[config.mk]
export PLATFORM = sky130hd
export DESIGN_NAME = pipe_skid_stage
export DESIGN_NICKNAME = d
export VERILOG_FILES = /design/src/rtl/pipe_skid_stage.sv
export SDC_FILE = /design/constraint.sdc
export NUM_CORES = 1
export LEC_CHECK = 0
export BUFFER_PORTS_ARGS = -buffer_cell sky130_fd_sc_hd__buf_4
export CAP_MARGIN = 20
export CORE_ASPECT_RATIO = 0.75
export CORE_MARGIN = 2
export CORE_UTILIZATION = 53
export CTS_CLUSTER_SIZE = 40
export DETAILED_ROUTE_END_ITERATION = 10
export GPL_ROUTABILITY_DRIVEN = 0
export MAX_ROUTING_LAYER = met4
export PLACE_DENSITY = 0.8
export SYNTH_ARGS = -nofsm -noshare
export SYNTH_HDL_FRONTEND = slang
export SYNTH_SLANG_ARGS = --single-unit
[constraint.sdc]
create_clock -name clk -period 8.9 [get_ports clk]
set_input_delay 0.89 -clock clk [delete_from_list [all_inputs] [get_ports clk]]
set_output_delay 0.89 -clock clk [all_outputs]
set_load 0.01 [all_outputs]
[src/rtl/pipe_skid_stage.sv]
// Generic inter-stage pipeline register: valid/ready handshakes on both sides,
// two-entry skid buffer so in_ready is registered, plus stall/bubble controls.
`ifndef CTRL_Wire_Bus
`define CTRL_Wire_Bus 1:0
`endif
`ifndef CTRL_STATE_Default
`define CTRL_STATE_Default 2'b00
`endif
`ifndef CTRL_STATE_Stalled
`define CTRL_STATE_Stalled 2'b01
`endif
`ifndef CTRL_STATE_Bubble
`define CTRL_STATE_Bubble 2'b10
`endif

module pipe_skid_stage #(
   parameter int unsigned       DATA_W     = 64,
   parameter logic [DATA_W-1:0] BUBBLE_VAL = {DATA_W{1'b0}},
   parameter int unsigned       CNT_W      = 8
) (
   input  logic                  clk,
   input  logic                  rst,
   input  logic [`CTRL_Wire_Bus] ctrl_signal_i,
   input  logic                  in_valid,
   output logic                  in_ready,
   input  logic [DATA_W-1:0]     in_data,
   output logic                  out_valid,
   input  logic                  out_ready,
   output logic [DATA_W-1:0]     out_data,
   output logic [1:0]            count_o,
   output logic [CNT_W-1:0]      drop_cnt_o
);

   typedef enum logic [1:0] {
      ST_EMPTY = 2'd0,
      ST_ONE   = 2'd1,
      ST_FULL  = 2'd2
   } state_e;

   state_e              state_q, state_d;
   logic [DATA_W-1:0]   main_q, main_d;
   logic [DATA_W-1:0]   skid_q, skid_d;
   logic [CNT_W-1:0]    drop_q, drop_d;

   logic                ctrl_default_s;
   logic                ctrl_bubble_s;
   logic                push_s;
   logic                pop_s;
   logic [1:0]          occupancy_s;
   logic [CNT_W:0]      drop_sum_s;

   // Unknown control encodings fall through to the stalled behaviour.
   assign ctrl_default_s = (ctrl_signal_i == `CTRL_STATE_Default);
   assign ctrl_bubble_s  = (ctrl_signal_i == `CTRL_STATE_Bubble);
   assign occupancy_s    = state_q;

   always_ff @(posedge clk) begin
      if (rst) begin
         state_q <= ST_EMPTY;
         drop_q  <= {CNT_W{1'b0}};
      end else begin
         state_q <= state_d;
         drop_q  <= drop_d;
      end
   end

   // Payload storage is never cleared; only the state decides validity.
   always_ff @(posedge clk) begin
      main_q <= main_d;
      skid_q <= skid_d;
   end

   always_comb begin
      state_d    = state_q;
      main_d     = main_q;
      skid_d     = skid_q;
      drop_d     = drop_q;
      drop_sum_s = {1'b0, drop_q} + {{(CNT_W-1){1'b0}}, occupancy_s};
      if (ctrl_bubble_s) begin
         state_d = ST_EMPTY;
         if (drop_sum_s[CNT_W]) begin
            drop_d = {CNT_W{1'b1}};
         end else begin
            drop_d = drop_sum_s[CNT_W-1:0];
         end
      end else begin
         case (state_q)
            ST_EMPTY: begin
               if (push_s) begin
                  state_d = ST_ONE;
                  main_d  = in_data;
               end else begin
                  state_d = ST_EMPTY;
               end
            end
            ST_ONE: begin
               if (push_s && pop_s) begin
                  main_d = in_data;
               end else if (push_s) begin
                  state_d = ST_FULL;
                  skid_d  = in_data;
               end else if (pop_s) begin
                  state_d = ST_EMPTY;
               end else begin
                  state_d = ST_ONE;
               end
            end
            ST_FULL: begin
               if (pop_s) begin
                  state_d = ST_ONE;
                  main_d  = skid_q;
               end else begin
                  state_d = ST_FULL;
               end
            end
            default: begin
               state_d = ST_EMPTY;
            end
         endcase
      end
   end

   always_comb begin
      in_ready   = (state_q != ST_FULL) && ctrl_default_s;
      out_valid  = (state_q != ST_EMPTY) && !ctrl_bubble_s;
      push_s     = in_valid && in_ready;
      pop_s      = out_valid && out_ready;
      count_o    = occupancy_s;
      drop_cnt_o = drop_q;
      if (out_valid) begin
         out_data = main_q;
      end else begin
         out_data = BUBBLE_VAL;
      end
   end

endmodule
==> results of run 1 <==
flip-flops by register name, indices dropped and copies added, names as in the netlist:
register    count
skid_q         64
main_q         64
count_o         2
drop_cnt_o      8
power by group through the flow:
stage | clock, uW | sequential, uW | combinational, uW
floorplan | 0 | 736 | 33.6
detailed placement | 0 | 736 | 78.5
CTS | 759 | 723 | 79.3
global placement | 0 | 736 | 74.7
finish | 745 | 723 | 78.3
global route | 784 | 723 | 85.3
per-stage QoR:
stage	power [uW]	hold WS, ns	utilization (%)	cells	area, um^2
CTS	1561	0.5221	72.48	639	7516
floorplan	769.7	0.5148	-	340	5699
finish	1546	0.5161	72.48	639	7516
detailed placement	814.8	0.5173	66.42	608	6888
global route	1593	0.5526	72.48	639	7516
global placement	810.7	0.5030	66.23	607	6868
placed cells by master, fill, tap and decap left out, types with 2 or more instances in the layout:
cell,count
mux2_2,65
dfxtp_1,10
buf_4,147
or4_1,2
ha_1,2
and2_1,65
a21oi_1,5
nand3_1,2
nor3_1,4
clkbuf_16,17
a31oi_1,4
edfxtp_1,128
clkinvlp_4,2
inv_1,7
nand2_1,3
nand2b_1,2
bufinv_16,5
o31ai_1,2
clkinv_1,4
routing by layer:
metal	vias up	track usage (%)	wire length, um
li1	1583	-	-
met1	1638	27.42	4935
met2	146	30.17	5063
met3	13	6.917	934
met4	0	6.913	102
met5	-	-	0
cell families (layout without fill, tap and decap cells):
kind of cell | Yosys count | in the layout | synth area share [%]
adder cells (fa/ha/maj) | 3 | 3 | 0.7903
AND/OR/NAND/NOR | 92 | 92 | 10.32
flip-flops | 138 | 138 | 70.96
multiplexers | 66 | 66 | 13.02
AO/OA/AOI/OAI | 17 | 17 | 2.086
buffers and inverters | 23 | 186 | 2.678
XOR/XNOR | 1 | 1 | 0.1537
synthesized netlist by cell type (2+ instances only):
master and n:
ha_1 2, buf_6 6, buf_4 4, nand2_1 3
nand2b_1 2, a31oi_1 4, o31ai_1 2, a21oi_1 5
dfxtp_1 10, edfxtp_1 128, buf_2 5, inv_1 7
nand3_1 2, or4_1 2, and2_1 65, mux2_2 65
nor3b_1 2, nor3_1 4
worst register-to-register path: cells and delay by family (launching register included):
family	cells	cell delay, ns
flops	1	0.48
simple gates	1	0.92
compound gates	1	0.91
layout make-up:
type / count / area (um^2) / area share, %
Clock inverter: 14 / 202.7 / 2.697
Multi-Input combinational cell: 179 / 1524 / 20.28
Timing Repair Buffer: 148 / 1124 / 14.95
Clock buffer: 17 / 425.4 / 5.660
Tap cell: 136 / 170.2 / 2.264
Sequential cell: 138 / 4044 / 53.80
Inverter: 7 / 26.28 / 0.3496
worst max-delay path by stage:
stage	endpoint	cells past startpoint	slack (ns)	startpoint
after floorplan	skid_q[0]	2	2.20	ctrl_signal_i[1]
after global placement	out_data[5]	5	5.39	ctrl_signal_i[1]
after detailed placement	out_data[6]	6	5.70	ctrl_signal_i[1]
after CTS	out_data[6]	6	5.68	ctrl_signal_i[1]
after global routing	out_data[5]	6	5.54	ctrl_signal_i[1]
final	out_data[63]	6	5.66	ctrl_signal_i[1]
==> summary.md, run 1 <==
| Metric | Value |
|---|---|
| Status | `completed` |
| Asr flop ratio synth | `0%` |
| #FFs+latches synth | `138` |
| CTS Hold Bufs | `0` |
| Int Pwr | `1257 uW` |
| Final Net Count | `564` |
| Max Cap Viol | `0` |
| Combinational power share | `5.1%` |
| First-pass GRT wire length | `17.22 mm` |
| Critical Path End Type | `output pin` |
| Final hold vios | `0` |
| Final ANT Viol Nets | `0` |
| FILL cells | `677` |
| Clk Tree Root Cell | `clkbuf_16` |
| Area added between synthesis and finish | `31.88%` |
| Clk_lat worst skew | `0.41 ns` |
| RR Endpoint | `main_q[13]` |
| DR vias/cell | `5.290` |
| Netlist Area Pre-Place | `0.005699 mm^2` |
| Total track usage | `20.65%` |
| I/O Buffers | `145` |
| Slowest-stage cell, CP | `nor2b_1` |
| WL final | `11.04 mm` |
| CP Class | `in -> out` |
| Seq/Total Area, Yosys | `70.95%` |
| FF-to-FF Start | `count_o[1]` |
| Worst path most repeated cell | `buf_4` |
| Setup Total Neg Slack | `0 ns` |
| HPWL Detailed | `7.010 mm` |
| Fmax | `0.3091 GHz` |
| Final setup fails | `0` |
| Max VDD drop | `0.1980 mV` |
| RSZ-0062 raised after global routing | `false` |
| Vias in the first global route | `3391` |
| Post-CTS setup buffer count | `0` |
| Std-Cell Rows | `32` |
| Slew Limit Fails | `0` |
| Num CTS Buffers | `17` |
| Clk pin slew, worst setup/hold paths | `0.05 ns` |
| CTS resizes | `0` |
| Hold WC Path Type | `reg -> reg` |
| Average size of a mapped cell | `16.76 um^2` |
| CP required | `8.01 ns` |
| Final WS setup | `5.664 ns` |
| Critical Path AT | `2.35 ns` |
| GRT overflow | `0` |
| CP peak stage delay | `0.54 ns` |
| Seq pwr share | `46.8%` |
| Worst hold path cell count | `2` |
| WHS Endpoint | `drop_cnt_o[0]` |
| CTS tree | `done` |
| Syn_nets | `413` |
| DP Worst Slack | `5.699 ns` |
| Lkg Pwr | `0.002837 uW` |
| Layout cells sized above 1 | `48.91%` |
| Iter 0 DRT Violations | `219` |
| CP top delay family | `simple AND/OR/NAND/NOR gates` |
| Period utilisation layout | `36.36%` |
| Post-synth cell types | `40` |
| DRT Pass-1 Iters | `4` |
| Hold Path Origin | `drop_cnt_o[0]` |
| Initial Util | `54.96%` |
| Tightest Pin Transition | `1.066 ns` |
| CP max FO | `50` |
| Top_reg_cell synth | `edfxtp_1` |
| Syn Inst Count | `340` |
| Clock Path Buffers | `2` |
| Yosys warns | `0` |
| Sw frac | `18.66%` |
| Share of the synthesized area in the top cell type | `67.44%` |
| Crit-path cells | `buf_4, nor2b_1, nor2_4, buf_12, and2_1, buf_4` |
| Die ar. | `0.01161 mm^2` |
| DRC | `0` |
| NetSw | `288.4 uW` |
| Final Skew | `0.006117 ns` |
| Critical path startpoint category | `primary input` |
| Synth top area cells | `edfxtp_1, mux2_2, and2_1` |
| Post-synth EDFFs | `128` |
| Core Region | `0.01037 mm^2` |
| Clock sink count | `138` |
| Initial antenna violation count | `0` |
| H-tree levels | `4` |
| Clock power share | `48.2%` |
| Per-cell routed wire length | `17.27 um` |
| Pwr Density | `205.7 mW/mm^2` |
| Die W | `123.7 um` |
| R2R cell count | `2` |
| Vias | `3380` |
| Largest net degree at the start of global routing | `68` |
| Flop2flop setup slack | `6.16 ns` |
| Inserted Diodes | `0` |
| Largest area contributor in the netlist | `edfxtp_1` |
| Die span in y | `93.81 um` |
| Final min period | `3.236 ns` |
| Worst path bufs/invs | `3` |
| # IOs | `146` |
| Headroom to the max-slew limit | `28.93%` |
(Power assumes the default switching activity.)
==> run 2, diff against run 1 <==
--- a/config.mk
+++ b/config.mk
@@ -5,6 +5,7 @@
 export SDC_FILE = /design/constraint.sdc
 export NUM_CORES = 1
 export LEC_CHECK = 0
+export ABC_AREA = 1
 export BUFFER_PORTS_ARGS = -buffer_cell sky130_fd_sc_hd__buf_4
 export CAP_MARGIN = 20
 export CORE_ASPECT_RATIO = 0.75
==> constraint.sdc (replaced) <==
create_clock -name clk -period 3 [get_ports clk]
set_input_delay 0.3 -clock clk [delete_from_list [all_inputs] [get_ports clk]]
set_output_delay 0.3 -clock clk [all_outputs]
set_load 0.01 [all_outputs]
==> run 2 against run 1 <==
Compared with the run above:
- setup slack worse by 5.2 ns
- critical path type is now reg -> out
- flip-flop and latch count stayed put
- final area is 2.4% higher
- first-iteration DRC count is 79% higher
==> summary.md, run 2 <==
| Metric | Value |
|---|---|
| Status | `completed` |
| Multi-input logic area | `0.001391 mm^2 (-8.7%)` |
| Vias in the first global route | `4121 (+22%)` |
| Period utilisation layout | `84.87%` |
| HPWL Detailed | `7.983 mm (+14%)` |
| Asr flop ratio synth | `0% (unchanged)` |
| Combinational power share | `5.6% (+0.5 points)` |
| Setup Total Neg Slack | `0 ns (unchanged)` |
| Yosys warns | `0 (unchanged)` |
| Synth top area cells | `edfxtp_1, nand2_1, inv_1` |
| Top_reg_cell synth | `edfxtp_1` |
| Wire length on met1 | `5.033 mm (+2.0%)` |
| Final Net Count | `804 (+43%)` |
| Final setup fails | `0 (unchanged)` |
| DRT Pass-1 Iters | `5 (+1)` |
| DP Worst Slack | `0.7674 ns (-4.931 ns)` |
| FF+latch area | `0.004044 mm^2 (unchanged)` |
| Met2 routed WL | `6.083 mm (+20%)` |
| Final min period | `2.546 ns` |
| Netlist Area Pre-Place | `0.005858 mm^2 (+2.8%)` |
| Critical Path End | `in_ready` |
| Clk Tree Root Cell | `clkbuf_16` |
| Critical path startpoint category | `register` |
| Inserted Diodes | `0 (unchanged)` |
| Die W | `125.4 um (+1.3%)` |
| Highest metal used | `met4` |
| Fmax | `0.3928 GHz` |
| Average size of a mapped cell | `10.12 um^2 (-40%)` |
| CP max FO | `66 (+32%)` |
| Flop2flop setup slack | `0.81 ns (-5.35 ns)` |
| DRC | `0 (unchanged)` |
| Clk pin slew, worst setup/hold paths | `0.06 ns (about the same)` |
| H-tree levels | `4 (unchanged)` |
| FILL cells | `787 (+16%)` |
| Worst setup path startpoint | `count_o[0]` |
| Max Cap Viol | `0 (unchanged)` |
| Syn_nets | `652 (+58%)` |
| #FFs+latches synth | `138 (unchanged)` |
| Pwr Density | `596.2 mW/mm^2 (+190%)` |
| Sw frac | `20.21% (+1.5 points)` |
| Crit-path cells | `inv_1, nand2_2, buf_4, inv_2, nor3_1, buf_4` |
| Largest area contributor in the netlist | `edfxtp_1` |
| RSZ-0062 raised after global routing | `false` |
| Most common cell after layout, fill and taps aside | `nand2_1` |
| Tightest Pin Transition | `0.6694 ns (-0.3966 ns)` |
| Final WS setup | `0.4539 ns (-5.210 ns)` |
| Seq/Total Area, Yosys | `69.03% (-1.9 points)` |
| Clock sink count | `138 (unchanged)` |
| Core Region | `0.01086 mm^2 (+4.7%)` |
| Post-synth cell types | `22 (-45%)` |
| Final ANT Viol Nets | `0 (unchanged)` |
| CP peak stage delay | `0.54 ns (about the same)` |
| Clk_lat worst skew | `0.41 ns (about the same)` |
| Iter 0 DRT Violations | `392 (+79%)` |
| Clock power share | `47.0% (-1.2 points)` |
| Final hold vios | `0 (unchanged)` |
| Largest net degree at the start of global routing | `67 (-1.5%)` |
| Seq pwr share | `47.3% (+0.5 points)` |
| Worst path most repeated cell | `buf_4` |
| Per-cell routed wire length | `13.79 um (-20%)` |
| Post-CTS setup buffer count | `0 (unchanged)` |
| Clock Path Buffers | `2 (unchanged)` |
| Max VDD drop | `0.3615 mV (+83%)` |
| Int Pwr | `3660 uW (+190%)` |
| CP required | `2.70 ns (-5.31 ns)` |
| Most frequent cells in the layout | `nand2_1, buf_4, edfxtp_1` |
| First-pass GRT wire length | `19.55 mm (+14%)` |
| Initial Util | `53.95% (-1.0 points)` |
| Layout cells sized above 1 | `25.88% (-23 points)` |
| CTS Hold Bufs | `0 (unchanged)` |
| Critical Path AT | `2.25 ns (-0.10 ns)` |
| CP Class | `reg -> out` |
| I/O Buffers | `145 (unchanged)` |
| Most common cell in the netlist | `nand2_1` |
| Die span in y | `95.05 um (+1.3%)` |
| Headroom to the max-slew limit | `55.37% (+26 points)` |
| RR Endpoint | `main_q[49]` |
| Num CTS Buffers | `17 (unchanged)` |
| Slowest-stage cell, CP | `buf_4` |
| DR vias/cell | `4.863 (-8.1%)` |
| Hold WC Path Type | `in -> reg` |
| Total track usage | `22.02% (+1.4 points)` |
| Slew Limit Fails | `0 (unchanged)` |
| Post-synth top cells | `nand2_1, edfxtp_1, inv_1, nor2_1, buf_2` |
| # IOs | `146 (unchanged)` |
| Area added between synthesis and finish | `31.33%` |
| R2R cell count | `7 (+5)` |
| Share of the synthesized area in the top cell type | `65.61% (-1.8 points)` |
| Std-Cell Rows | `33 (+3.1%)` |
| WL final | `12.16 mm (+10%)` |
| Hold Path Origin | `in_data[24]` |
| NetSw | `927.1 uW (+220%)` |
| Final Skew | `0.005074 ns (-0.001043 ns)` |
| CTS resizes | `0 (unchanged)` |
| GRT overflow | `0 (unchanged)` |
| FF-to-FF Start | `count_o[0]` |
| Vias | `4289 (+27%)` |
| Met3 wire length | `941 um (+0.75%)` |
| Post-synth EDFFs | `128 (unchanged)` |
| Lkg Pwr | `0.003589 uW (+27%)` |
| Critical Path End Type | `output pin` |
| Initial antenna violation count | `0 (unchanged)` |
| Syn Inst Count | `579 (+70%)` |
| Die ar. | `0.01192 mm^2 (+2.7%)` |
| CTS tree | `done` |
run 2: worst min path at each step:
stage	endpoint	slack, ns	cells after the start
after CTS	skid_q[24]	0.06	1
after global routing	skid_q[24]	0.06	1
final	skid_q[24]	0.07	1
after detailed placement	skid_q[26]	0.49	1
after global placement	skid_q[29]	0.49	1
after floorplan	drop_cnt_o[2]	0.37	1
run 2: worst max-delay path: cells and delay by family, from the launching register on:
family | cells | cell delay [ns]
simple gates | 2 | 0.29
buf+inv | 4 | 1.04
flops | 1 | 0.48
run 2: cells by family after synthesis:
family	Yosys count	synth area share (%)
xor+xnor	1	0.1495
compound gates	11	0.9824
buf+inv	104	7.582
simple gates	322	21.49
fa+ha+maj	3	0.7688
flops	138	69.03
run 2: power groups by stage:
stage	Combinational (uW)	Sequential, uW	Clock [uW]
2_1_floorplan	115	2210	0
3_3_place_gp	251	2210	0
3_5_place_dp	260	2210	0
4_1_cts	262	2170	2170
5_1_grt	291	2170	2260
6_report	259	2170	2160
run 2: layout make-up:
class / instances / area share, %
well taps: 140 / 2.277
repair buffers: 154 / 15.19
clock inverters: 12 / 2.261
clock buffers: 18 / 5.578
inverters: 83 / 4.049
multi-input cells: 337 / 18.08
flip-flops and latches: 138 / 52.56
run 2: layer usage:
metal | vias to the layer above | GRT usage [%]
met5 | - | -
met4 | 0 | 6.667
met3 | 11 | 6.285
met2 | 181 | 36.50
met1 | 1981 | 26.84
li1 | 2116 | -
run 2: metrics by stage:
step	cells	instance area (um^2)	utilization (%)	hold WS, ns	power (uW)
after floorplan	579	5877	-	0.3691	2324
after global placement	852	7091	65.30	0.4889	2460
after detailed placement	852	7091	65.30	0.4895	2471
after CTS	882	7694	70.85	0.06330	4605
after global routing	882	7694	70.85	0.05617	4728
final	882	7694	70.85	0.07231	4587
==> run 3, diff against run 2 <==
--- a/config.mk
+++ b/config.mk
@@ -5,7 +5,7 @@
 export SDC_FILE = /design/constraint.sdc
 export NUM_CORES = 1
 export LEC_CHECK = 0
-export ABC_AREA = 1
+export ABC_AREA = 0
 export BUFFER_PORTS_ARGS = -buffer_cell sky130_fd_sc_hd__buf_4
 export CAP_MARGIN = 20
 export CORE_ASPECT_RATIO = 0.75
==> constraint.sdc (replaced) <==
create_clock -name clk -period 2.6 [get_ports clk]
set_input_delay 0.26 -clock clk [delete_from_list [all_inputs] [get_ports clk]]
set_output_delay 0.26 -clock clk [all_outputs]
set_load 0.01 [all_outputs]
==> run 3 against run 2 <==
Compared with the run above:
- worst hold slack lost 0.046 ns
- critical path depth unchanged
- register-to-register slack worse by 0.30 ns
- clock-buffer cell count grew 1
- final area fell by 1.1%
- non-clock buffer count shrank 2
- sequential share of layout area is 0.62 points higher
==> summary.md, run 3 (same netlist as run 1, synthesis figures left out) <==
| Metric | Value |
|---|---|
| DRT Pass-1 Iters | `4 (-1)` |
| Hold Slack | `0.02673 ns (-0.04558 ns)` |
| Clock sink count | `138 (unchanged)` |
| First-pass GRT wire length | `17.91 mm (-8.4%)` |
| Clk Tree Root Cell | `clkbuf_16` |
| Die ar. | `0.01161 mm^2 (-2.6%)` |
| Critical Path End Type | `register` |
| I/O Buffers | `145 (unchanged)` |
| Vias in the first global route | `3606 (-12%)` |
| Clk_lat worst skew | `0.42 ns (about the same)` |
| Layout Cell Area excl Fill | `0.007611 mm^2 (-1.1%)` |
| Clk pin slew, worst setup/hold paths | `0.06 ns (about the same)` |
| Core Util, Final | `73.40% (+2.5 points)` |
| Total track usage | `21.75% (-0.28 points)` |
| CP Class | `reg -> reg` |
| CTS Hold Bufs | `0 (unchanged)` |
| Final Net Count | `568 (-29%)` |
| Period utilisation layout | `80.32%` |
| Most common cell after layout, fill and taps aside | `buf_4` |
| Lkg Pwr | `0.002890 uW (-19%)` |
| WL final | `11.52 mm (-5.3%)` |
| GRT overflow | `0 (unchanged)` |
| Largest net degree at the start of global routing | `67 (unchanged)` |
| Initial Util | `54.96% (+1.0 points)` |
| # IOs | `146 (unchanged)` |
| CTS tree | `done` |
| Num CTS Buffers | `17 (unchanged)` |
| CTS resizes | `0 (unchanged)` |
| Hold WC Path Type | `in -> reg` |
| Hold Path Origin | `in_data[6]` |
| Layout cells sized above 1 | `49.80% (+24 points)` |
| Die W | `123.7 um (-1.3%)` |
| Worst setup path startpoint | `count_o[0]` |
| Headroom to the max-slew limit | `51.78% (-3.6 points)` |
| Crit-path cells | `ha_1, inv_1, fa_1, nor3b_4, nand4_1, a31oi_1` |
| Max Cap Viol | `0 (unchanged)` |
| Initial antenna violation count | `0 (unchanged)` |
| CP max FO | `7 (-89%)` |
| Area added between synthesis and finish | `33.55%` |
| Tightest Pin Transition | `0.7218 ns (+0.05240 ns)` |
| Clock Path Buffers | `2 (unchanged)` |
| Final setup fails | `0 (unchanged)` |
| Critical path startpoint category | `register` |
| Std-Cell Rows | `32 (-3.0%)` |
| Die span in y | `93.81 um (-1.3%)` |
| Final hold vios | `0 (unchanged)` |
| Slew Limit Fails | `0 (unchanged)` |
| Post-CTS setup buffer count | `0 (unchanged)` |
| Iter 0 DRT Violations | `245 (-38%)` |
| Max VDD drop | `0.4688 mV (+30%)` |
| HPWL Detailed | `7.552 mm (-5.4%)` |
| FF-to-FF Start | `count_o[0]` |
| Final min period | `2.088 ns` |
| Vias | `3426 (-20%)` |
| DR vias/cell | `5.320 (+9.4%)` |
| Most frequent cells in the layout | `buf_4, edfxtp_1, and2_1, mux2_2, clkbuf_16` |
| Final ANT Viol Nets | `0 (unchanged)` |
| Critical Path AT | `2.43 ns (+0.18 ns)` |
| Final Skew | `0.01332 ns (+0.008248 ns)` |
| Pwr Density | `710.5 mW/mm^2 (+19%)` |
| CP required | `2.95 ns (+0.25 ns)` |
| Core Region | `0.01037 mm^2 (-4.5%)` |
| Status | `completed` |
| Fmax | `0.4788 GHz` |
| Inserted Diodes | `0 (unchanged)` |
| Setup Total Neg Slack | `0 ns (unchanged)` |
| RSZ-0062 raised after global routing | `false` |
| DRC | `0 (unchanged)` |
| Post-DP Area | `0.006955 mm^2 (-1.9%)` |
| CP peak stage delay | `0.43 ns (-0.11 ns)` |
| Slowest-stage cell, CP | `dfxtp_1` |
| Pwr Total | `5408 uW (+18%)` |
| Per-cell routed wire length | `17.89 um (+30%)` |
| H-tree levels | `4 (unchanged)` |
run 3: cell count changes in the layout (fill, tap and decap cells not counted), sizes merged, moves of 3 or more:
cell and delta:
nand3 -9, nor2 -81, and2 +65, o21ai -3, nor3b +3, nand2 -219
a31oi +4, mux2 +65, inv -77
run 3: layout make-up:
type | instances | area [um^2]
flip-flops and latches | 138 | 4048
inverters | 7 | 26.28
fillers | 691 | 2759
clock buffers | 19 | 432.9
well taps | 136 | 170.2
clock inverters | 13 | 222.7
multi-input cells | 179 | 1545
repair buffers | 152 | 1166
run 3: critical path, delay by kind of cell, from the launching register on:
| kind | cells | cell delay (ns) |
|---|---|---|
| AO/OA/AOI/OAI | 1 | 0.24 |
| flip-flops | 1 | 0.43 |
| buffers and inverters | 1 | 0.05 |
| adder cells (fa/ha/maj) | 2 | 0.63 |
| AND/OR/NAND/NOR | 2 | 0.65 |
run 3: final timing paths:
kind | endpoint | slack (ns) | depth (start not counted)
setup / recovery | drop_cnt_o[5] | 0.51 | 6
hold reg to reg | drop_cnt_o[0] | 0.53 | 2
setup reg to reg | drop_cnt_o[5] | 0.51 | 6
hold / removal | skid_q[6] | 0.03 | 1
run 3: layer usage:
layer	up-vias	track usage [%]	wire [um]
met3	16	8.131	931
li1	1588	-	-
met5	-	-	0
met2	130	34.29	5584
met1	1692	25.83	4854
met4	0	7.670	153
run 3: metrics by stage:
stage	cells	setup WS [ns]
detailed placement	612	0.5531
global route	644	0.2954
finish	644	0.5116
CTS	644	0.5206
floorplan	340	-0.1778
global placement	612	0.6815
run 3: power breakdown:
group          switching, uW  internal, uW
combinational            119           158
sequential              7.96          2460
clock                    868          1790
total                    995          4410
